File: config.mk
export PLATFORM = sky130hd
export DESIGN_NAME = counter_bank
export DESIGN_NICKNAME = d
export VERILOG_FILES = /design/src/rtl/counter_bank_pkg.sv /design/src/rtl/counter_channel.sv /design/src/rtl/counter_bank.sv
export SDC_FILE = /design/constraint.sdc
export NUM_CORES = 1
export LEC_CHECK = 0
export ABC_AREA = 1
export BUFFER_PORTS_ARGS = -buffer_cell sky130_fd_sc_hd__buf_4
export CORE_MARGIN = 5
export CORE_UTILIZATION = 45
export CTS_CLUSTER_SIZE = 25
export DETAILED_ROUTE_END_ITERATION = 8
export SLEW_MARGIN = 40
export SYNTH_ARGS = -nofsm -noshare
export SYNTH_HDL_FRONTEND = slang
export SYNTH_SLANG_ARGS = --single-unit
File: constraint.sdc
create_clock -name Clk -period 19.3 [get_ports Clk]
set_input_delay 1.93 -clock Clk [delete_from_list [all_inputs] [get_ports Clk]]
set_output_delay 1.93 -clock Clk [all_outputs]
set_load 0.05 [all_outputs]
File: src/rtl/counter_bank_pkg.sv
// rtl/counter_bank_pkg.sv - shared constants and helpers for the counter bank
package counter_bank_pkg;

  localparam int DIV_ONE = 1;

  // Channel 0 counts every selected cycle out of reset; the others every fourth.
  function automatic int reset_div(input int c);
    return (c == 0) ? DIV_ONE : 4;
  endfunction

  function automatic logic [31:0] eff_div(input logic [31:0] d);
    return (d == 32'd0) ? 32'(DIV_ONE) : d;
  endfunction

endpackage

File: src/rtl/counter_channel.sv
// rtl/counter_channel.sv - one prescaled up-counter with wrap/saturate mode
module counter_channel
  import counter_bank_pkg::*;
#(
  parameter int WIDTH   = 64,
  parameter int DIV_W   = 8,
  parameter int RST_DIV = 1
) (
  input  logic             clk,
  input  logic             rst,
  input  logic             qual,
  input  logic             clr,
  input  logic             cfg_we,
  input  logic [DIV_W-1:0] cfg_div,
  input  logic             cfg_sat,
  output logic [WIDTH-1:0] count,
  output logic             wrap
);

  logic [DIV_W-1:0] pre;
  logic [DIV_W-1:0] div;
  logic             sat;
  logic [31:0]      eff;
  logic             tick;
  logic             at_max;

  assign eff    = eff_div(32'(div));
  assign tick   = qual && (32'(pre) == (eff - 32'd1));
  assign at_max = &count;

  always_ff @(posedge clk or posedge rst) begin
    if (rst) begin
      count <= '0;
      pre   <= '0;
      div   <= DIV_W'(RST_DIV);
      sat   <= 1'b0;
      wrap  <= 1'b0;
    end else begin
      wrap <= 1'b0;
      if (clr) begin
        count <= '0;
        pre   <= '0;
      end else begin
        // A tick on a config-write edge still uses the old div/sat.
        if (tick) begin
          if (!at_max) begin
            count <= count + WIDTH'(1);
          end else if (!sat) begin
            count <= '0;
            wrap  <= 1'b1;
          end
        end
        if (cfg_we) begin
          pre <= '0;
        end else if (qual) begin
          pre <= tick ? '0 : pre + DIV_W'(1);
        end
      end
      if (cfg_we) begin
        div <= cfg_div;
        sat <= cfg_sat;
      end
    end
  end

endmodule

File: src/rtl/counter_bank.sv
// rtl/counter_bank.sv - bank of selectable prescaled counters
module counter_bank
  import counter_bank_pkg::*;
#(
  parameter int WIDTH    = 64,
  parameter int CHANNELS = 4,
  parameter int DIV_W    = 8,
  parameter int SEL_W    = $clog2(CHANNELS)
) (
  input  logic                      Clk,
  input  logic                      Reset,
  input  logic                      En,
  input  logic [SEL_W-1:0]          Slt,
  input  logic [CHANNELS-1:0]       Clr,
  input  logic                      Cfg_we,
  input  logic [SEL_W-1:0]          Cfg_ch,
  input  logic [DIV_W-1:0]          Cfg_div,
  input  logic                      Cfg_sat,
  output logic [CHANNELS*WIDTH-1:0] Count,
  output logic [CHANNELS-1:0]       Wrap
);

  // Out-of-range Slt/Cfg_ch values simply match no channel.
  for (genvar c = 0; c < CHANNELS; c++) begin : g_ch
    logic qual;
    logic we;

    assign qual = En && (Slt == SEL_W'(c));
    assign we   = Cfg_we && (Cfg_ch == SEL_W'(c));

    counter_channel #(
      .WIDTH   (WIDTH),
      .DIV_W   (DIV_W),
      .RST_DIV (reset_div(c))
    ) u_ch (
      .clk     (Clk),
      .rst     (Reset),
      .qual    (qual),
      .clr     (Clr[c]),
      .cfg_we  (we),
      .cfg_div (Cfg_div),
      .cfg_sat (Cfg_sat),
      .count   (Count[c*WIDTH +: WIDTH]),
      .wrap    (Wrap[c])
    );
  end

endmodule

==> results by group, run 1 <==
Logic synthesis
  • Syn Area/Cell: 6.78 µm²
  • Asr flop ratio synth: 100%
  • Register area share after synthesis: 34.2%
  • Mapped cell area: 24000 µm²
  • Synth Instances: 3542
  • Synth Register Bits: 328
  • Yosys warning count: 0
  • Synth cell types: 49
  • Main synth FF type: dfrtp_1
  • Syn Nets: 3579
  • Number of synthesized flops with an enable pin: 0

Timing
  • Fmax achieved: 246 MHz
  • Worst Hold Slack: 520 ps
  • Minimum clock period: 4060 ps
  • Slew @ Worst Pin: 878 ps
  • Hold violation count in the final report: 0
  • TNS Setup: 0 ps
  • Clk_skew: 19.7 ps
  • Unrepaired setup endpoints after global routing: false
  • Max Slew Vio Count: 0
  • Final setup fails: 0
  • Setup ws final: 15240 ps
  • Slew Limit Headroom: 41.0%
  • Crit share post-route: 21.1%

Status
  • Outcome: complete, no violations

Power
  • VDD IR max: 62.0 µV
  • Static Leakage: 12.8 nW
  • Pwr Total: 1.66 mW
  • PwrDens: 59.7 nW/µm²

Clock tree
  • Post CTS Setup Buffer Count: 0
  • Cts hold-fix bufs: 0
  • Gates resized, CTS repair: 0
  • TritonCTS clock tree: done
  • CTS Buffer Depth: 3
  • Clk sinks: 328
  • H-tree depth: 2
  • Clk slew on worst S/H paths: 60 ps
  • Root Buffer: clkbuf_16
  • Worst skew pair latency: 580 ps
  • CTS Buf Count: 40

Floorplan
  • Die width: 241 µm
  • IO Pins: 281
  • # rows: 84
  • Initial Util: 45.5%
  • Die height: 241 µm
  • Core Area: 52800 µm²
  • DIE AREA: 58100 µm²

Drt
  • TritonRoute pass-1 iters: 6
  • Met2 wire length: 38.4 mm
  • Post-detailed-route via-to-cell ratio: 5.59
  • Remaining DRCs: 0
  • Antenna viol nets, final: 0
  • DRT iter0 DRCs: 2092
  • Top sig layer: met4
  • Via count: 24900
  • DRT Wirelength: 85.6 mm
  • Routed wire per std cell: 19.2 µm
  • WL met3: 6.42 mm
  • Met1 WL: 38.5 mm

Critical path
  • CP max FO: 64
  • Crit path DAT: 4570 ps
  • Setup Crit Path Kind: reg -> reg
  • Startpoint types: flop
  • Reg2reg path depth: 11
  • Required time worst endpoint: 19810 ps
  • CP endpoint kind: flop

Global route
  • Number of global-route vias before repair: 23700
  • GR Util All Layers: 28.8%
  • Antenna violations before repair: 0
  • Pin count of the biggest net entering global routing: 135
  • First-pass GRT wire length: 135 mm
  • GRT overflow: 0

Final layout
  • Post-layout nets: 3784
  • Layout fillers: 5361
  • Synthesis-to-finish area growth: 15.9%
  • Core Util, Final: 52.8%
  • Share of cells above drive strength 1: 12.0%
  • Final instance area: 27800 µm²
  • Post-Layout Cell Count: 4464
  • Ant diodes: 0

Placement
  • Post-Place Setup Slack: 14770 ps
  • DP Cell Count: 4392
  • Gpl congestion: 1.03
  • Post-DP HPWL: 63.7 mm
  • DP Area: 26500 µm²
  • IO buf count: 280

Job
  • Max cap viols: 0

Hold path
  • Hold depth: 2
  • Hold crit path type: reg -> reg
## synth_stat cells (16+ instances only)
cell type / count / area share [%]
buf_2: 34 / 0.71
nor3_1: 128 / 2.7
nand3_2: 23 / 0.96
xnor2_1: 65 / 2.4
nand4_1: 216 / 5.6
nand3b_1: 50 / 1.6
buf_1: 20 / 0.31
inv_1: 262 / 4.1
buf_4: 19 / 0.59
clkbuf_1: 42 / 0.66
xor2_1: 194 / 7.1
nand3_1: 414 / 8.6
o21ai_0: 72 / 1.5
dfrtp_1: 324 / 34
ha_1: 16 / 0.83
nand2_1: 975 / 15
nor2_1: 555 / 8.7
buf_6: 18 / 0.84
## worst max-delay path, cell delays in order (launching register included)
cell and delay (ps):
dfrtp_1 500, ha_1 360, inv_2 100, nor2_4 220, nand2_2 150, nor2_4 210
nand2_2 130, nor2_8 440, nand3_4 730, nand2_4 870, nand2_1 120, nand2_1 100
## metal layers
metal | up-vias | GRT usage [%]
li1 | 12000 | -
met1 | 11900 | 42.0
met2 | 955 | 45.0
met3 | 139 | 4.79
met4 | 0 | 6.84
met5 | - | 0
## flip-flops by register name (all words and copies together), names as in the netlist
signal,cells
g_ch.u_ch.count,256
g_ch.u_ch.div,32
g_ch.u_ch.pre,32
g_ch.u_ch.sat,4
g_ch.u_ch.wrap,4
## kinds of logic (layout without fill, tap and decap cells)
family,after synthesis,after routing,synth area share [%]
compound gates,100,100,2.25
flops,328,328,34.2
buf+inv,410,644,7.62
xor+xnor,259,259,9.44
simple gates,2429,2429,45.7
fa+ha+maj,16,16,0.833
## final cells by class
class	instances	area [µm²]	share of cell area, %
Clock buffer	55	1170	4.20
Clock inverter	16	191	0.688
Inverter	273	1040	3.73
Multi-Input combinational cell	2804	14000	50.4
Sequential cell	328	8210	29.5
Tap cell	688	861	3.09
Timing Repair Buffer	300	2340	8.42
## path summary, 6_finish.rpt
check                                      start                      to  slack (ps)
min in group asynchronous                  Reset  g_ch[1].u_ch.count[32]        1450
max                        g_ch[0].u_ch.count[0]  g_ch[0].u_ch.count[50]       15240
min reg2reg                  g_ch[1].u_ch.div[2]     g_ch[1].u_ch.div[2]         520
min                          g_ch[1].u_ch.div[2]     g_ch[1].u_ch.div[2]         520
max in group asynchronous                  Reset   g_ch[2].u_ch.count[3]       16690
max reg2reg                g_ch[0].u_ch.count[0]  g_ch[0].u_ch.count[50]       15240
## report_power, final
group	internal (mW)	switching, mW
clock network	0.476	0.322
registers	0.703	0.0160
logic	0.0436	0.103
total	1.22	0.441
## placed cells by master, fill, tap and decap left out, types with 7 or more instances in the layout
master	count
a21oi_1	10
and2_1	7
buf_4	291
clkbuf_16	41
clkbuf_8	10
clkinv_2	10
dfrtp_1	324
ha_1	16
inv_1	259
inv_2	10
nand2_1	974
nand3_1	414
nand3_2	23
nand3b_1	50
nand4_1	216
nor2_1	554
nor2_4	11
nor3_1	127
nor3_2	8
nor3b_1	9
nor4_1	7
o21ai_0	71
o21bai_1	9
or2_2	7
xnor2_1	65
xor2_1	194
(Power assumes the default switching activity.)
==> run 2, diff against run 1 <==
PLACE_DENSITY = 0.67   (was unset)
clock period = 3.45 ns   (was 19.3 ns; I/O delays follow)
==> run 2 against run 1 <==
Compared with the run above:
- critical path depth rose by 6
- non-clock buffer count rose by 32
- die area did not move
- largest cell class unchanged
- highest routed layer unchanged
- clock skew rose by 3.6 ps
- wire length fell by 5.3%
- clock power rose to 5.7 times the previous value
==> results by group, run 2 (synthesis gave the netlist of run 1 again) <==
Floorplan
  • # rows: 84 (unchanged)
  • IO Pins: 281 (unchanged)
  • Initial Util: 45.5% (unchanged)
  • DIE AREA: 58100 µm² (unchanged)
  • Die width: 241 µm (unchanged)
  • Die height: 241 µm (unchanged)
  • Core Area: 52800 µm² (unchanged)

Placement
  • DP Area: 26700 µm² (+1.1%)
  • IO buf count: 280 (unchanged)
  • Post-DP HPWL: 61.2 mm (-3.8%)
  • Post-Place Setup Slack: 404 ps (-14360 ps)
  • Gpl congestion: 1.01 (-2.0%)
  • DP Cell Count: 4420 (+0.64%)

Global route
  • Number of global-route vias before repair: 22700 (-4.3%)
  • Pin count of the biggest net entering global routing: 105 (-22%)
  • GRT overflow: 0 (unchanged)
  • Grt met1 use: 38.7% (-3.2 points)
  • Most used routing layer in global routing: met2
  • GR Util met2: 42.2% (-2.8 points)
  • Met3 Use GR: 4.30% (-0.49 points)
  • GR Util All Layers: 27.1% (-1.7 points)
  • Antenna violations before repair: 1 (+1)
  • First-pass GRT wire length: 128 mm (-5.3%)

Critical path
  • Worst stage delay on the critical path: 430 ps (-440 ps)
  • CP endpoint kind: flop
  • Setup Crit Path Kind: reg -> reg
  • Startpoint types: flop
  • Worst-path cell with the longest stage delay: dfrtp_1
  • Crit-path cells: nor2_1, nand2_1, nor2_1, a21oi_2, nand2_1, nor3_1, ha_1, nor2_1, nand3b_1, nor3b_1, nand3_1, nor2_1, nand3_1, nand2_2, nand2_4, nand2_1, nand2_1
  • Required time worst endpoint: 3920 ps (-15890 ps)
  • Crit path DAT: 3560 ps (-1010 ps)
  • CP max FO: 64 (unchanged)

Timing
  • TNS Setup: 0 ps (unchanged)
  • Slew Limit Headroom: 47.3% (+6.3 points)
  • Unrepaired setup endpoints after global routing: false
  • Minimum clock period: 3090 ps (-975 ps)
  • Worst Hold Slack: 40.3 ps (-480 ps)
  • Slew @ Worst Pin: 785 ps (-93.4 ps)
  • Hold violation count in the final report: 0 (unchanged)
  • Setup ws final: 362 ps (-14870 ps)
  • Fmax achieved: 324 MHz (+32%)
  • Final setup fails: 0 (unchanged)
  • Max Slew Vio Count: 0 (unchanged)
  • Clk_skew: 23.3 ps (+3.59 ps)
  • Crit share post-route: 89.5% (+68 points)

Final layout
  • Most flop-heavy register: g_ch.u_ch.count
  • Post-layout nets: 3816 (+0.85%)
  • Max reg flops: 256 (unchanged)
  • Most frequent cells in the layout: 974 x nand2_1, 554 x nor2_1, 413 x nand3_1
  • Most common cell after layout, fill and taps aside: nand2_1
  • Multi-input logic area: 14000 µm² (about the same)
  • Regs by FF count: g_ch.u_ch.count x256, g_ch.u_ch.div x32, g_ch.u_ch.pre x32
  • Layout fillers: 5367 (+0.11%)
  • Synthesis-to-finish area growth: 17.4%
  • Final instance area: 28200 µm² (+1.3%)
  • Post-Layout Cell Count: 4499 (+0.78%)
  • Share of cells above drive strength 1: 12.7% (+0.71 points)
  • Core Util, Final: 53.5% (+0.68 points)
  • Register area: 8210 µm² (unchanged)

Power
  • Net Sw Frac: 26.2% (-0.26 points)
  • Comb power frac: 8.8% (about the same)
  • Sw Pwr: 2.47 mW (+460%)
  • VDD IR max: 294 µV (+370%)
  • Clk pwr share: 48.5% (+0.5 points)
  • Static Leakage: 13.0 nW (+1.5%)
  • Int Pwr: 6.95 mW (+470%)
  • PwrDens: 334 nW/µm² (+460%)
  • Pwr Total: 9.42 mW (+470%)
  • Sequential share of power: 42.7% (-0.5 points)

Job
  • Max cap viols: 0 (unchanged)

Drt
  • DRT Wirelength: 81.1 mm (-5.3%)
  • Antenna viol nets, final: 0 (unchanged)
  • TritonRoute pass-1 iters: 7 (+1)
  • Post-detailed-route via-to-cell ratio: 5.45 (-2.5%)
  • Remaining DRCs: 0 (unchanged)
  • DRT iter0 DRCs: 2091 (-0.048%)
  • Via count: 24500 (-1.7%)
  • Routed wire per std cell: 18.0 µm (-6.0%)

Clock tree
  • Root Buffer: clkbuf_16
  • Worst skew pair latency: 590 ps (about the same)
  • Clk slew on worst S/H paths: 70 ps (about the same)
  • Clk sinks: 328 (unchanged)
  • CTS Buffer Depth: 3 (unchanged)
  • Post CTS Setup Buffer Count: 0 (unchanged)
  • TritonCTS clock tree: done
  • CTS Buf Count: 40 (unchanged)
  • H-tree depth: 2 (unchanged)

Hold path
  • Hold crit path type: in -> reg

Status
  • Outcome: complete, no violations
==> run 2: changes by cell type in the layout (fill, tap and decap cells not counted), sizes merged <==
cell,before,now
inv,270,272
bufinv,4,6
dlygate4sd3,0,5
diode,0,1
clkinv,12,15
buf,299,327
clkinvlp,3,1
clkbuf,56,52
==> run 2: what timing repair did <==
item,CTS,global route
gates resized for setup,0,0
hold buffers,5,0
endpoints found under the hold margin,18,0
==> run 2: layout make-up <==
cell class,instances,area share [%]
diodes,1,0.00887
multi-input cells,2804,49.7
clock inverters,21,0.958
flip-flops and latches,328,29.1
inverters,273,3.67
repair buffers,332,9.47
clock buffers,52,4.00
well taps,688,3.05
==> run 2: power by group through the flow <==
stage / sequential [mW] / clock [mW] / combinational [mW]
2_1_floorplan: 4.08 / 0 / 0.599
3_3_place_gp: 4.09 / 0 / 0.808
3_5_place_dp: 4.09 / 0 / 0.824
4_1_cts: 4.02 / 4.68 / 0.834
5_1_grt: 4.03 / 4.83 / 0.949
6_report: 4.02 / 4.57 / 0.830
==> run 2: worst paths after layout <==
check / startpoint / endpoint / slack [ps] / cells past startpoint
max in group asynchronous: Reset / g_ch[2].u_ch.count[33] / 2370 / 4
min reg2reg: g_ch[2].u_ch.div[2] / g_ch[2].u_ch.div[2] / 530 / 2
min in group asynchronous: Reset / g_ch[2].u_ch.pre[1] / 520 / 4
min: Cfg_div[6] / g_ch[2].u_ch.div[6] / 40 / 3
max reg2reg: g_ch[0].u_ch.div[5] / g_ch[0].u_ch.count[59] / 360 / 17
max: g_ch[0].u_ch.div[5] / g_ch[0].u_ch.count[59] / 360 / 17
==> run 2: critical path: cells and delay by family (launching register included) <==
kind	cells	cell delay, ps
DFF	1	430
and+or+nand+nor	15	2110
adders and majority gates	1	290
AOI/OAI and AO/OA	1	90
==> run 2: metal layers <==
metal	up-vias	part of all wire, %
met5	-	0
met4	0	3.3
met3	168	6.8
met2	821	45
met1	11400	45
li1	12100	-
==> run 3, diff against run 2 <==
CORE_MARGIN = 2   (was 5)
==> run 3 against run 2 <==
Compared with the run above:
- combinational power shrank 0.8%
- critical endpoint is now g_ch[0].u_ch.count[36]
- flip-flop and latch count is the same
- final cell count barely moved
==> results by group, run 3 (synthesis gave the netlist of run 1 again) <==
Final layout
  • Share of cells above drive strength 1: 12.6% (-0.095 points)
  • Regs by FF count: g_ch.u_ch.count x256, g_ch.u_ch.div x32, g_ch.u_ch.pre x32
  • Synthesis-to-finish area growth: 16.9%
  • Most flop-heavy register: g_ch.u_ch.count
  • Post-layout nets: 3811 (-0.13%)
  • Post-Layout Cell Count: 4495 (-0.089%)
  • Most frequent cells in the layout: 974 x nand2_1, 554 x nor2_1, 413 x nand3_1
  • Most common cell after layout, fill and taps aside: nand2_1
  • Max reg flops: 256 (unchanged)
  • Ant diodes: 0 (-1)

Drt
  • WL met3: 5.55 mm (+0.78%)
  • Top sig layer: met4
  • DRT Wirelength: 79.8 mm (-1.6%)
  • DRT iter0 DRCs: 2065 (-1.2%)
  • Routed wire per std cell: 17.7 µm (-1.5%)
  • Via count: 24600 (+0.58%)
  • Post-detailed-route via-to-cell ratio: 5.48 (+0.67%)
  • Met1 WL: 36.8 mm (+0.78%)
  • Remaining DRCs: 0 (unchanged)
  • TritonRoute pass-1 iters: 5 (-2)
  • Antenna viol nets, final: 0 (unchanged)
  • Met2 wire length: 35.4 mm (-2.7%)

Timing
  • Final setup fails: 0 (unchanged)
  • TNS Setup: 0 ps (unchanged)
  • Clk_skew: 16.2 ps (-7.02 ps)
  • Max Slew Vio Count: 0 (unchanged)
  • Unrepaired setup endpoints after global routing: false
  • Slew @ Worst Pin: 804 ps (+19.0 ps)
  • Minimum clock period: 3000 ps (-88.3 ps)
  • Slew Limit Headroom: 46.0% (-1.3 points)
  • Worst Hold Slack: 46.0 ps (+5.65 ps)
  • Hold violation count in the final report: 0 (unchanged)
  • Fmax achieved: 333 MHz (+2.9%)
  • Crit share post-route: 86.9% (-2.6 points)

Clock tree
  • CTS Buf Count: 42 (+5.0%)
  • TritonCTS clock tree: done
  • H-tree depth: 2 (unchanged)
  • Worst skew pair latency: 590 ps (about the same)
  • Gates resized, CTS repair: 0 (unchanged)
  • Clk sinks: 328 (unchanged)
  • Root Buffer: clkbuf_16
  • Post CTS Setup Buffer Count: 0 (unchanged)
  • CTS Buffer Depth: 3 (unchanged)
  • Clk slew on worst S/H paths: 60 ps (about the same)

Power
  • Static Leakage: 12.9 nW (-0.43%)
  • PwrDens: 330 nW/µm² (-1.3%)
  • Pwr Total: 9.26 mW (-1.7%)
  • VDD IR max: 314 µV (+6.7%)

Critical path
  • Worst R2R Start: g_ch[0].u_ch.div[5]
  • Delay-heaviest family, CP: simple AND/OR/NAND/NOR gates
  • Crit path DAT: 3460 ps (-100 ps)
  • Setup Crit Path Kind: reg -> reg
  • Worst stage delay on the critical path: 430 ps (about the same)
  • Worst-path cell with the longest stage delay: dfrtp_1
  • CP endpoint kind: flop
  • Startpoint types: flop
  • CP max FO: 64 (unchanged)
  • Reg-to-reg slack, setup: 450 ps (+90 ps)
  • Crit path buffers/inverters: 0 (unchanged)
  • Required time worst endpoint: 3910 ps (about the same)
  • Crit-path cells: nor2_1, nand2_1, nor2_1, a21oi_2, nand2_1, nor3_1, ha_1, nor2_1, nand3b_1, nor3b_1, nand3_1, nor2_1, nand3_1, nand2_2, nand2_4, nand2_1, nand2_1
  • Crit path from: g_ch[0].u_ch.div[5]

Floorplan
  • IO Pins: 281 (unchanged)
  • Core Area: 52700 µm² (-0.20%)
  • # rows: 84 (unchanged)
  • Initial Util: 45.6% (+0.091 points)
  • DIE AREA: 55300 µm² (-4.9%)
  • Die height: 235 µm (-2.5%)
  • Die width: 235 µm (-2.5%)

Status
  • Outcome: complete, no violations

Global route
  • Number of global-route vias before repair: 22500 (-0.54%)
  • GRT overflow: 0 (unchanged)
  • GR Util All Layers: 28.0% (+0.93 points)
  • First-pass GRT wire length: 127 mm (-0.68%)
  • Pin count of the biggest net entering global routing: 117 (+11%)
  • Antenna violations before repair: 0 (-1)

Hold path
  • HP Start: Cfg_div[3]
  • Hold crit path type: in -> reg

Job
  • Max cap viols: 0 (unchanged)

Placement
  • Post-DP HPWL: 60.2 mm (-1.8%)
  • IO buf count: 280 (unchanged)
  • Gpl congestion: 1.01 (+0.69%)
  • DP Cell Count: 4415 (-0.11%)
## run 3: cell count changes in the layout (fill, tap and decap cells not counted), sizes merged
cell / change
diode: -1
buf: -5
bufinv: -4
dlygate4sd3: -2
inv: -2
clkinvlp: +2
clkbuf: +8
## run 3: final timing paths
kind                                               end  cells past startpoint
min in group asynchronous        g_ch[0].u_ch.count[9]                      3
worst min register to register     g_ch[1].u_ch.div[0]                      2
worst min-delay path               g_ch[3].u_ch.div[3]                      3
worst max register to register  g_ch[0].u_ch.count[36]                     17
max in group asynchronous       g_ch[1].u_ch.count[36]                      4
worst max-delay path            g_ch[0].u_ch.count[36]                     17
## run 3: cell type report
cell class | count | area [µm²]
tap | 688 | 861
timing repair buffer | 325 | 2590
fill | 5317 | 24600
clock inverter | 17 | 144
sequential | 328 | 8210
clock buffer | 60 | 1230
inverter | 273 | 1030
multi-input combinational | 2804 | 14000
## run 3: what timing repair did
action	4_1_cts	5_1_grt
setup endpoints to repair	0	0
endpoints found under the hold margin	17	0
hold buffers	3	0
## run 3: routing by layer
layer / vias up / global-route usage, %
met1: 11600 / 40.8
met4: 0 / 7.27
met3: 125 / 4.94
met5: - / 0
li1: 12100 / -
met2: 883 / 42.9
## run 3: metrics by stage
step           cell area, µm²  setup WS, ps  utilization [%]
6_report                28100           451             53.4
2_1_floorplan           24000         -1270                -
5_1_grt                 28100          86.5             53.4
3_5_place_dp            26700           483             50.7
4_1_cts                 28100           461             53.3
3_3_place_gp            26600           579             50.5
## run 3: power breakdown
part           switching [mW]  leakage (nW)  internal [mW]
clock                    1.79         0.684           2.63
sequential             0.0870          4.51           3.93
combinational           0.567          7.74          0.256
## run 3: worst min-delay path, stage by stage
cell and delay, ps:
buf_4 130, nand2_1 50, o21ai_0 60
